### config.mk
export PLATFORM = sky130hd
export DESIGN_NAME = scan_seq_ctrl
export DESIGN_NICKNAME = d
export VERILOG_FILES = /design/src/rtl/scan_seq_ctrl.sv
export SDC_FILE = /design/constraint.sdc
export NUM_CORES = 1
export LEC_CHECK = 0
export BUFFER_PORTS_ARGS = -buffer_cell sky130_fd_sc_hd__buf_2
export CAP_MARGIN = 20
export CORE_UTILIZATION = 52
export DETAILED_ROUTE_END_ITERATION = 8
export PLACE_DENSITY = 0.82
export SLEW_MARGIN = 20
export SYNTH_ARGS = -nofsm -noshare
export SYNTH_HDL_FRONTEND = slang
export SYNTH_SLANG_ARGS = --single-unit
### constraint.sdc
create_clock -name CK -period 2.1 [get_ports CK]
set_input_delay 0 -clock CK [delete_from_list [all_inputs] [get_ports CK]]
set_output_delay 0 -clock CK [all_outputs]
set_load 0.05 [all_outputs]
### src/rtl/scan_seq_ctrl.sv
`default_nettype none
// =============================================================================
// scan_seq_ctrl : scan-chain load / capture / shift / unload sequencer.
// Optional MISR signature compactor enabled by macro SCAN_SEQ_MISR_EN.
// Revision: 1.0
// =============================================================================
module scan_seq_ctrl #(
  parameter int CHAIN_LEN = 19,
  parameter int CAP_CYC   = 1,
  parameter int CNT_W     = 5
) (
  input  logic        CK,
  input  logic        RST,
  input  logic        START,
  input  logic        ABORT,
  input  logic [7:0]  NUM_PAT,
  input  logic        PAT_VALID,
  input  logic        PAT_DATA,
  output logic        PAT_READY,
  input  logic        SO,
  output logic        SI,
  output logic        SE,
  output logic        CHAIN_EN,
  output logic        RESP_VALID,
  output logic        RESP_DATA,
  output logic        BUSY,
  output logic        DONE,
  output logic [15:0] SIGNATURE
);

  typedef enum logic [2:0] {
    IDLE    = 3'd0,
    LOAD    = 3'd1,
    CAPTURE = 3'd2,
    SHIFT   = 3'd3,
    UNLOAD  = 3'd4,
    FIN     = 3'd5
  } state_t;

  localparam logic [CNT_W-1:0] LAST_CNT = CNT_W'(CHAIN_LEN - 1);
  localparam logic [1:0]       LAST_CAP = 2'(CAP_CYC - 1);

  state_t           state;
  state_t           nxt;
  logic [CNT_W-1:0] cnt;
  logic [1:0]       cap_cnt;
  logic [7:0]       pat_left;
  logic             busy_r;
  logic             done_r;
  logic             se_r;

  logic in_shift;
  logic step;
  logic last_step;
  logic cap_last;
  logic resp;
  logic start_ok;

  always_comb begin
    in_shift  = (state == LOAD) || (state == SHIFT);
    step      = (in_shift && PAT_VALID) || (state == UNLOAD);
    last_step = step && (cnt == LAST_CNT);
    cap_last  = (state == CAPTURE) && (cap_cnt == LAST_CAP);
    resp      = ((state == SHIFT) && PAT_VALID) || (state == UNLOAD);
    start_ok  = (state == IDLE) && START;

    nxt = state;
    case (state)
      IDLE:    if (START) nxt = (NUM_PAT == 8'd0) ? FIN : LOAD;
      LOAD:    if (last_step) nxt = CAPTURE;
      CAPTURE: if (cap_last) nxt = (pat_left > 8'd1) ? SHIFT : UNLOAD;
      SHIFT:   if (last_step) nxt = CAPTURE;
      UNLOAD:  if (last_step) nxt = FIN;
      FIN:     nxt = IDLE;
      default: nxt = IDLE;
    endcase
    // Abort wins over every other transition out of a busy state.
    if (ABORT && (state != IDLE)) nxt = IDLE;
  end

  always_ff @(posedge CK) begin
    if (RST) begin
      state    <= IDLE;
      cnt      <= '0;
      cap_cnt  <= 2'd0;
      pat_left <= 8'd0;
      busy_r   <= 1'b0;
      done_r   <= 1'b0;
      se_r     <= 1'b0;
    end else begin
      state  <= nxt;
      busy_r <= (nxt == LOAD) || (nxt == CAPTURE) || (nxt == SHIFT) || (nxt == UNLOAD);
      done_r <= (nxt == FIN);
      se_r   <= (nxt == LOAD) || (nxt == SHIFT) || (nxt == UNLOAD);

      if (nxt != state)
        cnt <= '0;
      else if (step)
        cnt <= (cnt == LAST_CNT) ? '0 : cnt + 1'b1;

      cap_cnt <= ((state == CAPTURE) && (nxt == CAPTURE)) ? cap_cnt + 2'd1 : 2'd0;

      if (start_ok)
        pat_left <= NUM_PAT;
      else if (cap_last && !ABORT)
        pat_left <= pat_left - 8'd1;
    end
  end

  // Handshake outputs follow PAT_VALID in the same cycle so a stall costs no bubble.
  always_comb begin
    PAT_READY  = !RST && in_shift && PAT_VALID;
    SI         = PAT_READY && PAT_DATA;
    SE         = !RST && se_r;
    CHAIN_EN   = !RST && (step || (state == CAPTURE));
    RESP_VALID = !RST && resp;
    RESP_DATA  = RESP_VALID && SO;
    BUSY       = !RST && busy_r;
    DONE       = !RST && done_r;
  end

`ifdef SCAN_SEQ_MISR_EN
  logic [15:0] misr;
  logic        fb;

  assign fb = misr[15] ^ SO;

  // Serial MISR, x^16 + x^12 + x^5 + 1, MSB-first feedback.
  always_ff @(posedge CK) begin
    if (RST)
      misr <= 16'h0000;
    else if (start_ok)
      misr <= 16'hFFFF;
    else if (resp)
      misr <= {misr[14:0], 1'b0} ^ (fb ? 16'h1021 : 16'h0000);
  end

  assign SIGNATURE = RST ? 16'h0000 : misr;
`else
  assign SIGNATURE = 16'h0000;
`endif

endmodule
`default_nettype wire

==> results of run 1 <==
[registers in the layout, indices dropped and copies added, names as in the netlist]
| name | flops |
|---|---|
| cap_cnt | 2 |
| se_r | 1 |
| pat_left | 8 |
| busy_r | 1 |
| state | 3 |
| done_r | 1 |
| cnt | 5 |
[routing by layer]
metal / up-vias / routed length [µm]
li1: 666 / -
met1: 656 / 1480
met2: 56 / 1690
met3: 6 / 210
met4: 0 / 44
met5: - / 0
[cell usage after synthesis (all sizes together)]
master,instances,area [µm²]
a21oi,7,35.0
nor4b,3,26.3
nand2b,1,6.26
a2111oi,2,17.5
or4bb,1,11.3
nand3,2,10.0
a211oi,1,7.51
nor4bb,1,10.0
nand2,9,36.3
a22oi,1,7.51
and2,4,25.0
or4,4,33.8
nor2b,6,37.5
ha,5,62.6
a31oi,5,31.3
xor2,3,26.3
a222oi,1,10.0
o2111a,1,11.3
o211ai,1,7.51
o221a,2,22.5
o41ai,1,16.3
or3,3,18.8
nor2,24,92.6
inv,10,37.5
xnor2,2,17.5
dfxtp,21,420
or4b,2,23.8
o221ai,2,23.8
nor3,8,45.0
conb,1,3.75
clkbuf,5,18.8
or2,2,12.5
o21a,1,7.51
nand4bb,1,16.3
buf,18,130
nand4,2,12.5
or3b,2,20.0
nor4,2,12.5
o21ai,7,35.0
nand3b,2,15.0
o21bai,1,7.51
[final cells by class]
cell class | instances | share of cell area
timing repair buffer | 38 | 0.140
tap | 30 | 0.0219
sequential | 21 | 0.249
clock buffer | 4 | 0.0153
inverter | 10 | 0.0219
multi-input combinational | 138 | 0.551
[power by group through the flow]
stage                     combinational (mW)  sequential [mW]  clock [mW]
after floorplan                        0.202            0.433           0
after global placement                 0.219            0.435           0
after detailed placement               0.225            0.437           0
after CTS                              0.233            0.428       0.202
after global routing                   0.264            0.432       0.225
final                                  0.245            0.430       0.200
[final timing paths]
path	endpoint	slack, ps	cells past startpoint
worst max-delay path	pat_left[6]$_SDFFE_PP0P_	90	5
worst min register to register	cap_cnt[0]$_SDFF_PP0_	420	1
worst max register to register	pat_left[6]$_SDFFE_PP0P_	90	5
worst min-delay path	pat_left[0]$_SDFFE_PP0P_	40	3
[kinds of logic (layout without fill, tap and decap cells)]
logic type	Yosys count	in the layout	share of synthesized area
xor gates and xnor gates	5	5	0.0308
buffers and inverters	33	52	0.131
DFF	21	21	0.296
AOI/OAI and AO/OA	33	33	0.169
other	1	16	0.00264
and+or+nand+nor	79	79	0.327
adders and majority gates	5	5	0.0440
[critical path: cells and delay by family, from the launching register on]
kind               cells  cell delay, ps
AOI/OAI and AO/OA      1             150
and+or+nand+nor        4            1340
DFF                    1             410
[repair_timing]
item,CTS,global route
endpoints found under the setup margin,5,11
buffers inserted,0,2
pin swaps,0,7
hold buffers,4,0
hold endpoints to repair,4,0
gates resized for setup,1,17
==> summary.md, run 1 <==
| Metric | Value |
|---|---|
| Met1 usage | `0.281` |
| Outcome | `finished, final reports clean` |
| I/O Buffers | `22` |
| Synthesis-to-layout area growth | `20.4%` |
| GRT met2 Usage | `0.461` |
| Htree depth | `1` |
| Crit-path cells | `nand4bb_2 -> or4b_4 -> or4_4 -> a31oi_1 -> nor2_1` |
| Post-Syn Area | `1420 µm²` |
| GR Layer Usage met3 | `0.0250` |
| Largest net degree at the start of global routing | `18` |
| Hold Crit Class | `primary input to register` |
| Final hold slack | `41.9 ps` |
| CTS sink cnt | `21` |
| Vias/cell | `5.74` |
| Final Net Count | `about 230` |
| CTS Buf Count | `3` |
| Fin util | `0.679` |
| Clock slew at reported path FFs | `about 120 ps` |
| Vias after detailed routing | `1384` |
| Cell Int Power | `565 µW` |
| Max_cap viols | `0` |
| Net Sw Frac | `0.354` |
| Setup CP Type | `register to register` |
| Worst EP arrival | `roughly 2200 ps` |
| Number of global-route vias before repair | `1249` |
| Placement Setup Slack | `about 5 ps` |
| Rows | `18` |
| Max Clk Rate | `around 500 MHz` |
| Seq pwr share | `0.491` |
| Minimum clock period | `2010 ps` |
| Static Leak | `about 0.7 nW` |
| Initial antenna violation count | `0` |
| Commonest non-fill, non-tap cell in the layout | `nor2_1` |
| Chip width | `54.3 µm` |
| Die Ht | `54.3 µm` |
| Total track usage | `0.244` |
| DR pass1 iterations | `4` |
| Post-synthesis cell count | `177` |
| Fillers | `approximately 210` |
| Sw power | `310 µW` |
| GRT Residual Overflow | `0` |
| Required @ worst endpoint | `2300 ps` |
| Share of layout cells above drive strength 1 | `0.308` |
| Most frequent cells in the layout | `nor2_1, buf_2, conb_1, dfxtp_1, buf_4` |
| Detailed Route WL | `3.43 mm` |
| # DRC | `0` |
| HPWL after detailed placement | `2.51 mm` |
| Final Cycle Share | `0.955` |
| First-pass GRT wire length | `approximately 5.2 mm` |
| FF+latch count, synth | `21` |
| Final Skew | `between 3 and 4 ps` |
| Placed insts | `231` |
| Setup TNS Final | `0 ps` |
| Worst Path Max Fanout | `11` |
| Global placement routability congestion | `~0.87` |
| Worst r2r src | `state[0]$_SDFF_PP0_` |
| Total I/O pin count | `39` |
| Ys Warns | `0` |
| Setup crit start | `state[0]$_SDFF_PP0_` |
| PD cells | `approximately 510 nW/µm²` |
| Clock latency on the worst-skew pair | `300 ps` |
| CP max stage delay | `590 ps` |
| Post-route cell area | `1710 µm²` |
| Comb pwr share | `0.280` |
| CP Capture Type | `register` |
| Multi-input gate area | `945 µm²` |
| CTS tree | `yes` |
| Cell variety after synth | `50` |
| Maximum VDD drop | `0.382 mV` |
| Max Slew Vio Count | `0` |
| First DRT Iteration DRCs | `31` |
| Die area | `2950 µm²` |
| Final worst slack | `between 90 and 100 ps` |
| Gr busiest metal | `met2` |
| Startpoint types | `register` |
| Beginning of the worst hold path | `NUM_PAT[0]` |
| Initial Utilization | `0.564` |
| Sequential area share after synthesis | `0.296` |
| Root Driver | `clkbuf_4` |
| Number of diodes | `0` |
| Total Power | `875 µW` |
| Crit-path slowest cell | `or4b_4` |
| Core area | `2520 µm²` |
| Final hold vios | `0` |
| WL/cell | `14.2 µm` |
| CTS Buffer Depth | `2` |
| Sequential Area | `427 µm²` |
| Post-Layout Cell Count | `241` |
| Antenna Nets Post-Route | `0` |
| Area post-placement | `roughly 1600 µm²` |
| Setup violations, final | `0` |
| Power share of the clock group | `0.229` |
| Mapped Avg Cell Area | `~8.0 µm²` |
Note: power is estimated with default switching activity, not from simulation.
==> run 2: changes to the inputs <==
--- a/config.mk
+++ b/config.mk
@@ -7,9 +7,10 @@
 export LEC_CHECK = 0
 export BUFFER_PORTS_ARGS = -buffer_cell sky130_fd_sc_hd__buf_2
 export CAP_MARGIN = 20
-export CORE_UTILIZATION = 52
+export CORE_UTILIZATION = 47
 export DETAILED_ROUTE_END_ITERATION = 8
-export PLACE_DENSITY = 0.82
+export GPL_TIMING_DRIVEN = 0
+export PLACE_DENSITY = 0.79
 export SLEW_MARGIN = 20
 export SYNTH_ARGS = -nofsm -noshare
 export SYNTH_HDL_FRONTEND = slang
==> constraint.sdc (replaced) <==
create_clock -name CK -period 1.8 [get_ports CK]
set_input_delay 0 -clock CK [delete_from_list [all_inputs] [get_ports CK]]
set_output_delay 0 -clock CK [all_outputs]
set_load 0.05 [all_outputs]
==> run 2 against run 1 <==
  * The run now ends with design-rule violations, negative setup slack left
  * Highest routed layer unchanged
  * Setup slack worse by 230 ps
  * Core utilization up 6.2 points
  * Critical path depth up 2
  * Critical path type unchanged
==> summary.md, run 2 (synthesis gave the netlist of run 1 again) <==
| Metric | Value |
|---|---|
| Clock slew at reported path FFs | `120 ps (about the same)` |
| Register-to-Register Path Depth | `7 (+2)` |
| HPWL after detailed placement | `2.33 mm (-6.9%)` |
| Metal-1 WL | `1.44 mm (-2.6%)` |
| First DRT Iteration DRCs | `88 (+180%)` |
| Max Clk Rate | `515 MHz (+3.4%)` |
| Delay-heaviest family, CP | `simple AND/OR/NAND/NOR gates` |
| Crit-path slowest cell | `or4b_4` |
| Cell Int Power | `708 µW (+25%)` |
| WL/cell | `13.6 µm (-4.3%)` |
| DR pass1 iterations | `6 (+2)` |
| First-pass GRT wire length | `5.99 mm (+15%)` |
| Total Power | `1.10 mW (+25%)` |
| I/O Buffers | `21 (-4.5%)` |
| # DRC | `10 (+10)` |
| Required @ worst endpoint | `2000 ps (-300 ps)` |
| Number of diodes | `0 (unchanged)` |
| Power share of the clock group | `0.218 (-0.011)` |
| Commonest non-fill, non-tap cell in the layout | `buf_4` |
| Global placement routability congestion | `0.919 (+6.3%)` |
| CTS Buffer Depth | `2 (unchanged)` |
| Hold-critical path depth | `3 (unchanged)` |
| Top sig layer | `met4` |
| RSZ-0062 raised after global routing | `yes` |
| Largest regs | `pat_left (8), cnt (5), state (3)` |
| Hold Crit Class | `primary input to register` |
| Worst Path Max Fanout | `2 (-9)` |
| PD cells | `527 nW/µm² (+3.2%)` |
| Initial Utilization | `0.507 (-0.0569)` |
| Largest net degree at the start of global routing | `12 (-6)` |
| Crit path buf inv count | `1 (+1)` |
| Static Leak | `0.885 nW (+27%)` |
| Final hold vios | `0 (unchanged)` |
| Setup violations, final | `11 (+11)` |
| Total track usage | `0.234 (-0.0107)` |
| Vias/cell | `5.36 (-6.7%)` |
| Vias after detailed routing | `1447 (+4.6%)` |
| Rows | `19 (+1)` |
| Chip width | `57.0 µm (+5.0%)` |
| Worst EP arrival | `2140 ps (-60 ps)` |
| CTS sink cnt | `21 (unchanged)` |
| GRT Residual Overflow | `0 (unchanged)` |
| Final Cycle Share | `1.08 (+0.123)` |
| Startpoint types | `register` |
| Worst path depth | `7 (+2)` |
| Detailed Route WL | `3.68 mm (+7.3%)` |
| Met2 routed WL | `1.97 mm (+17%)` |
| Htree depth | `1 (unchanged)` |
| Final Net Count | `260 (+12%)` |
| Area post-placement | `1670 µm² (+7.2%)` |
| Post-route cell area | `2080 µm² (+21%)` |
| Failing checks | `design-rule violations, negative setup slack` |
| Max Slew Vio Count | `0 (unchanged)` |
| Crit-path cells | `inv_2 -> ha_4 -> nand4bb_4 -> or4b_4 -> or4_4 -> a31oi_4 -> nor2_1` |
| Net Sw Frac | `0.354 (-0.000892)` |
| Final Skew | `6.31 ps (+2.91 ps)` |
| Final hold slack | `19.0 ps (-23.0 ps)` |
| Die area | `3250 µm² (+10%)` |
| Max_cap viols | `0 (unchanged)` |
| Most flops, register | `pat_left` |
| Max FFs per register | `8 (unchanged)` |
| CP Capture Type | `register` |
| Root Driver | `clkbuf_4` |
| Final worst slack | `-140 ps (-234 ps)` |
| Initial antenna violation count | `0 (unchanged)` |
| Antenna Nets Post-Route | `0 (unchanged)` |
| Number of global-route vias before repair | `1420 (+14%)` |
| CP max stage delay | `500 ps (-90 ps)` |
| Seq pwr share | `0.453 (-0.038)` |
| Placed insts | `244 (+5.6%)` |
| CTS tree | `yes` |
| Register-to-register setup slack | `-140 ps (-230 ps)` |
| Core area | `2810 µm² (+11%)` |
| Slew headroom | `0.643` |
| Share of layout cells above drive strength 1 | `0.460 (+0.152)` |
| Comb pwr share | `0.329 (+0.049)` |
| Die Ht | `57.0 µm (+5.0%)` |
| Minimum clock period | `1940 ps (-65.7 ps)` |
| Maximum VDD drop | `0.384 mV (+0.37%)` |
| DR WL met3 | `213 µm (+1.4%)` |
| Sw power | `387 µW (+25%)` |
| Synthesis-to-layout area growth | `46.1%` |
| Clock latency on the worst-skew pair | `310 ps (about the same)` |
| Fin util | `0.741 (+0.0618)` |
| Outcome | `complete, but fails checks` |
| Worst-Margin Slew | `536 ps` |
| Total I/O pin count | `39 (unchanged)` |
| CTS Buf Count | `3 (unchanged)` |
| Post-Layout Cell Count | `270 (+12%)` |
| Most frequent cells in the layout | `buf_4, nor2_1, buf_2, conb_1, dfxtp_1` |
| Setup CP Type | `register to register` |
[run 2: changes by cell type in the layout (fill, tap and decap cells not counted), sizes merged]
| cell | delta |
|---|---|
| buf | +22 |
| clkbuf | +5 |
| dlygate4sd3 | +1 |
[run 2: final timing paths]
path / startpoint / to
worst max-delay path: cap_cnt[0]$_SDFF_PP0_ / pat_left[6]$_SDFFE_PP0P_
worst min-delay path: NUM_PAT[7] / pat_left[7]$_SDFFE_PP0P_
worst max register to register: cap_cnt[0]$_SDFF_PP0_ / pat_left[6]$_SDFFE_PP0P_
worst min register to register: cap_cnt[0]$_SDFF_PP0_ / cap_cnt[0]$_SDFF_PP0_
[run 2: through the flow]
stage	setup slack (ps)	setup TNS, ps
final	-140	-1030
after global routing	-212	-2040
after CTS	-137	-1050
after detailed placement	-360	-4200
after global placement	-348	-4050
after floorplan	-75.0	-102
[run 2: cell type report]
cell class | count | area (µm²)
well taps | 31 | 38.8
fillers | 220 | 727
repair buffers | 44 | 299
clock buffers | 4 | 26.3
plain buffers | 22 | 154
flip-flops and latches | 21 | 435
multi-input cells | 138 | 1090
inverters | 10 | 37.5
[run 2: power by group through the flow]
stage          clock network [mW]  logic [mW]  registers [mW]
6_report                    0.239       0.361           0.496
5_1_grt                     0.262       0.388           0.499
4_1_cts                     0.242       0.341           0.495
3_5_place_dp                    0       0.285           0.509
3_3_place_gp                    0       0.284           0.508
2_1_floorplan                   0       0.238           0.505
[run 2: repair_timing]
action / CTS / global route
setup buffers: 14 / 4
hold endpoints to repair: 5 / 0
resized for setup: 34 / 24
setup endpoints to repair: 21 / 18
pin swaps: 11 / 8
hold buffers: 5 / 0
[run 2: metal layers]
metal | GRT usage | up-vias
li1 | - | 725
met1 | 0.263 | 669
met2 | 0.439 | 45
met3 | 0.0476 | 8
met4 | 0.0732 | 0
met5 | 0 | -
[run 2: worst register-to-register path: stages (launching register included)]
cell and delay [ps]:
dfxtp_2 350, inv_2 70, ha_4 160, nand4bb_4 120, or4b_4 500, or4_4 440, a31oi_4 150, nor2_1 50
==> run 3: changes to the inputs <==
--- a/config.mk
+++ b/config.mk
@@ -7,10 +7,10 @@
 export LEC_CHECK = 0
 export BUFFER_PORTS_ARGS = -buffer_cell sky130_fd_sc_hd__buf_2
 export CAP_MARGIN = 20
-export CORE_UTILIZATION = 47
+export CORE_UTILIZATION = 45
 export DETAILED_ROUTE_END_ITERATION = 8
 export GPL_TIMING_DRIVEN = 0
-export PLACE_DENSITY = 0.79
+export PLACE_DENSITY = 0.76
 export SLEW_MARGIN = 20
 export SYNTH_ARGS = -nofsm -noshare
 export SYNTH_HDL_FRONTEND = slang
==> run 3 against run 2 <==
  * The run ends with negative setup slack left
  * First-iteration DRC count fell by 25%
  * Die area grew 4.3%
  * Total power up 0.68%
  * Register-to-register slack gained 90 ps
  * Routed wire length grew 1.9%
==> summary.md, run 3 (synthesis gave the netlist of run 1 again) <==
| Metric | Value |
|---|---|
| Seq pwr share | `0.452 (about the same)` |
| HPWL after detailed placement | `2.21 mm (-5.2%)` |
| Crit-path cells | `inv_2 -> ha_4 -> nand4bb_4 -> or4b_4 -> or4_1 -> a31oi_1 -> nor2_1` |
| Number of diodes | `0 (unchanged)` |
| Met1 usage | `0.267 (+0.00414)` |
| Final worst slack | `-51.2 ps (+88.9 ps)` |
| GRT met2 Usage | `0.373 (-0.0659)` |
| Setup crit start | `cap_cnt[0]$_SDFF_PP0_` |
| Final Net Count | `261 (+0.38%)` |
| Crit path buf inv count | `1 (unchanged)` |
| CP max stage delay | `500 ps (about the same)` |
| CP Capture Type | `register` |
| Clock slew at reported path FFs | `140 ps (+20 ps)` |
| Number of global-route vias before repair | `1277 (-10%)` |
| First-pass GRT wire length | `5.64 mm (-5.9%)` |
| Vias/cell | `5.08 (-5.2%)` |
| CTS tree | `yes` |
| Gr busiest metal | `met2` |
| I/O Buffers | `21 (unchanged)` |
| Setup CP Type | `register to register` |
| Initial antenna violation count | `0 (unchanged)` |
| Post-Layout Cell Count | `284 (+5.2%)` |
| Maximum VDD drop | `0.321 mV (-16%)` |
| Setup violations, final | `11 (unchanged)` |
| Antenna Nets Post-Route | `0 (unchanged)` |
| Most flops, register | `pat_left` |
| Chip width | `58.2 µm (+2.1%)` |
| Global placement routability congestion | `0.846 (-8.0%)` |
| Static Leak | `0.872 nW (-1.5%)` |
| Delay-heaviest family, CP | `simple AND/OR/NAND/NOR gates` |
| Initial Utilization | `0.470 (-0.0373)` |
| CTS Buf Count | `3 (unchanged)` |
| Total track usage | `0.216 (-0.0173)` |
| Largest regs | `pat_left (8), cnt (5), state (3)` |
| Clock latency on the worst-skew pair | `320 ps (about the same)` |
| Cell Int Power | `702 µW (-0.95%)` |
| Hold Crit Class | `primary input to register` |
| Worst Path Max Fanout | `2 (unchanged)` |
| Max FFs per register | `8 (unchanged)` |
| Worst EP arrival | `2070 ps (-70 ps)` |
| RSZ-0062 raised after global routing | `yes` |
| Final Skew | `10.5 ps (+4.19 ps)` |
| # DRC | `0 (-10)` |
| Root Driver | `clkbuf_4` |
| Commonest non-fill, non-tap cell in the layout | `buf_4` |
| Net Sw Frac | `0.364 (+0.0104)` |
| GR Layer Usage met3 | `0.0536 (+0.00595)` |
| Share of layout cells above drive strength 1 | `0.438 (-0.0228)` |
| Detailed Route WL | `3.75 mm (+1.9%)` |
| Sw power | `402 µW (+3.6%)` |
| Die area | `3390 µm² (+4.3%)` |
| Fillers | `229 (+4.1%)` |
| Crit-path slowest cell | `or4b_4` |
| Max Clk Rate | `540 MHz (+4.8%)` |
| Final Cycle Share | `1.03 (-0.0494)` |
| Required @ worst endpoint | `2020 ps (+20 ps)` |
| Rows | `20 (+1)` |
| Outcome | `complete, but fails checks` |
| Worst r2r src | `cap_cnt[0]$_SDFF_PP0_` |
| First DRT Iteration DRCs | `66 (-25%)` |
| Minimum clock period | `1850 ps (-88.9 ps)` |
| GRT Residual Overflow | `0 (unchanged)` |
| Htree depth | `1 (unchanged)` |
| Max Slew Vio Count | `0 (unchanged)` |
| Final hold vios | `0 (unchanged)` |
| Startpoint types | `register` |
| Most frequent cells in the layout | `buf_4, nor2_1, buf_2, conb_1, dfxtp_1` |
| Power share of the clock group | `0.225 (+0.007)` |
| Vias after detailed routing | `1443 (-0.28%)` |
| CTS Buffer Depth | `2 (unchanged)` |
| Max_cap viols | `0 (unchanged)` |
| Largest net degree at the start of global routing | `13 (+1)` |
| Core area | `3030 µm² (+7.9%)` |
| Synthesis-to-layout area growth | `47.8%` |
| Die Ht | `58.2 µm (+2.1%)` |
| Total I/O pin count | `39 (unchanged)` |
| DR pass1 iterations | `4 (-2)` |
| Placement Setup Slack | `-243 ps (+117 ps)` |
| Comb pwr share | `0.323 (-0.006)` |
| WL/cell | `13.2 µm (-3.1%)` |
| Beginning of the worst hold path | `NUM_PAT[1]` |
| Failing checks | `negative setup slack` |
| CTS sink cnt | `21 (unchanged)` |
| Placed insts | `257 (+5.3%)` |
| PD cells | `525 nW/µm² (-0.52%)` |
-- run 3: per-layer routing --
layer  vias up  wire length [µm]  part of all wire
met4         0                27            0.0072
met1       665              1600              0.43
met5         -                 0                 0
met3         4               223             0.060
met2        50              1900              0.51
li1        724                 -                 -
-- run 3: what timing repair did --
item                                   in CTS  in global routing
pin swaps                                  16                  6
endpoints found under the hold margin       7                  0
gates cloned                                0                  0
hold buffers                                8                  0
setup endpoints to repair                  17                 20
buffers inserted                           11                  4
gates resized for setup                    28                 18
-- run 3: metrics by stage --
step | power [mW] | setup TNS (ps) | cell area [µm²] | hold slack, ps | utilization
final | 1.10 | -334 | 2100 | 8.64 | 0.695
after global routing | 1.15 | -1360 | 2100 | 35.3 | 0.695
after CTS | 1.08 | -361 | 2000 | 10.7 | 0.661
after detailed placement | 0.794 | -2180 | 1690 | 281 | 0.558
after global placement | 0.792 | -3880 | 1680 | 280 | 0.556
after floorplan | 0.743 | -102 | 1520 | 89.7 | -
-- run 3: layout make-up --
type                            count  area, µm²  share of cell area
Timing Repair Buffer               44        319               0.152
Sequential cell                    21        434               0.206
Tap cell                           44       55.1              0.0262
Multi-Input combinational cell    138       1070               0.509
Buffer                             23        159              0.0755
Inverter                           10       37.5              0.0178
Clock inverter                      1       5.00             0.00238
Clock buffer                        3       22.5              0.0107
-- run 3: path summary, 6_finish.rpt --
path                                                  to  cells after the start  slack (ps)
worst max-delay path            pat_left[6]$_SDFFE_PP0P_                      7         -50
worst min-delay path            pat_left[1]$_SDFFE_PP0P_                      4           9
worst max register to register  pat_left[6]$_SDFFE_PP0P_                      7         -50
worst min register to register     cap_cnt[0]$_SDFF_PP0_                      1         430
-- run 3: worst reg2reg max path, stage by stage (launching register included) --
cell       delay (ps)
dfxtp_2           350
inv_2              60
ha_4              140
nand4bb_4         120
or4b_4            500
or4_1             400
a31oi_1           140
nor2_1             50
-- run 3: power groups by stage --
stage | Combinational (mW) | Sequential, mW | Clock [mW]
floorplan | 0.238 | 0.505 | 0
global placement | 0.284 | 0.508 | 0
detailed placement | 0.286 | 0.509 | 0
CTS | 0.322 | 0.498 | 0.257
global route | 0.379 | 0.501 | 0.273
finish | 0.357 | 0.499 | 0.248
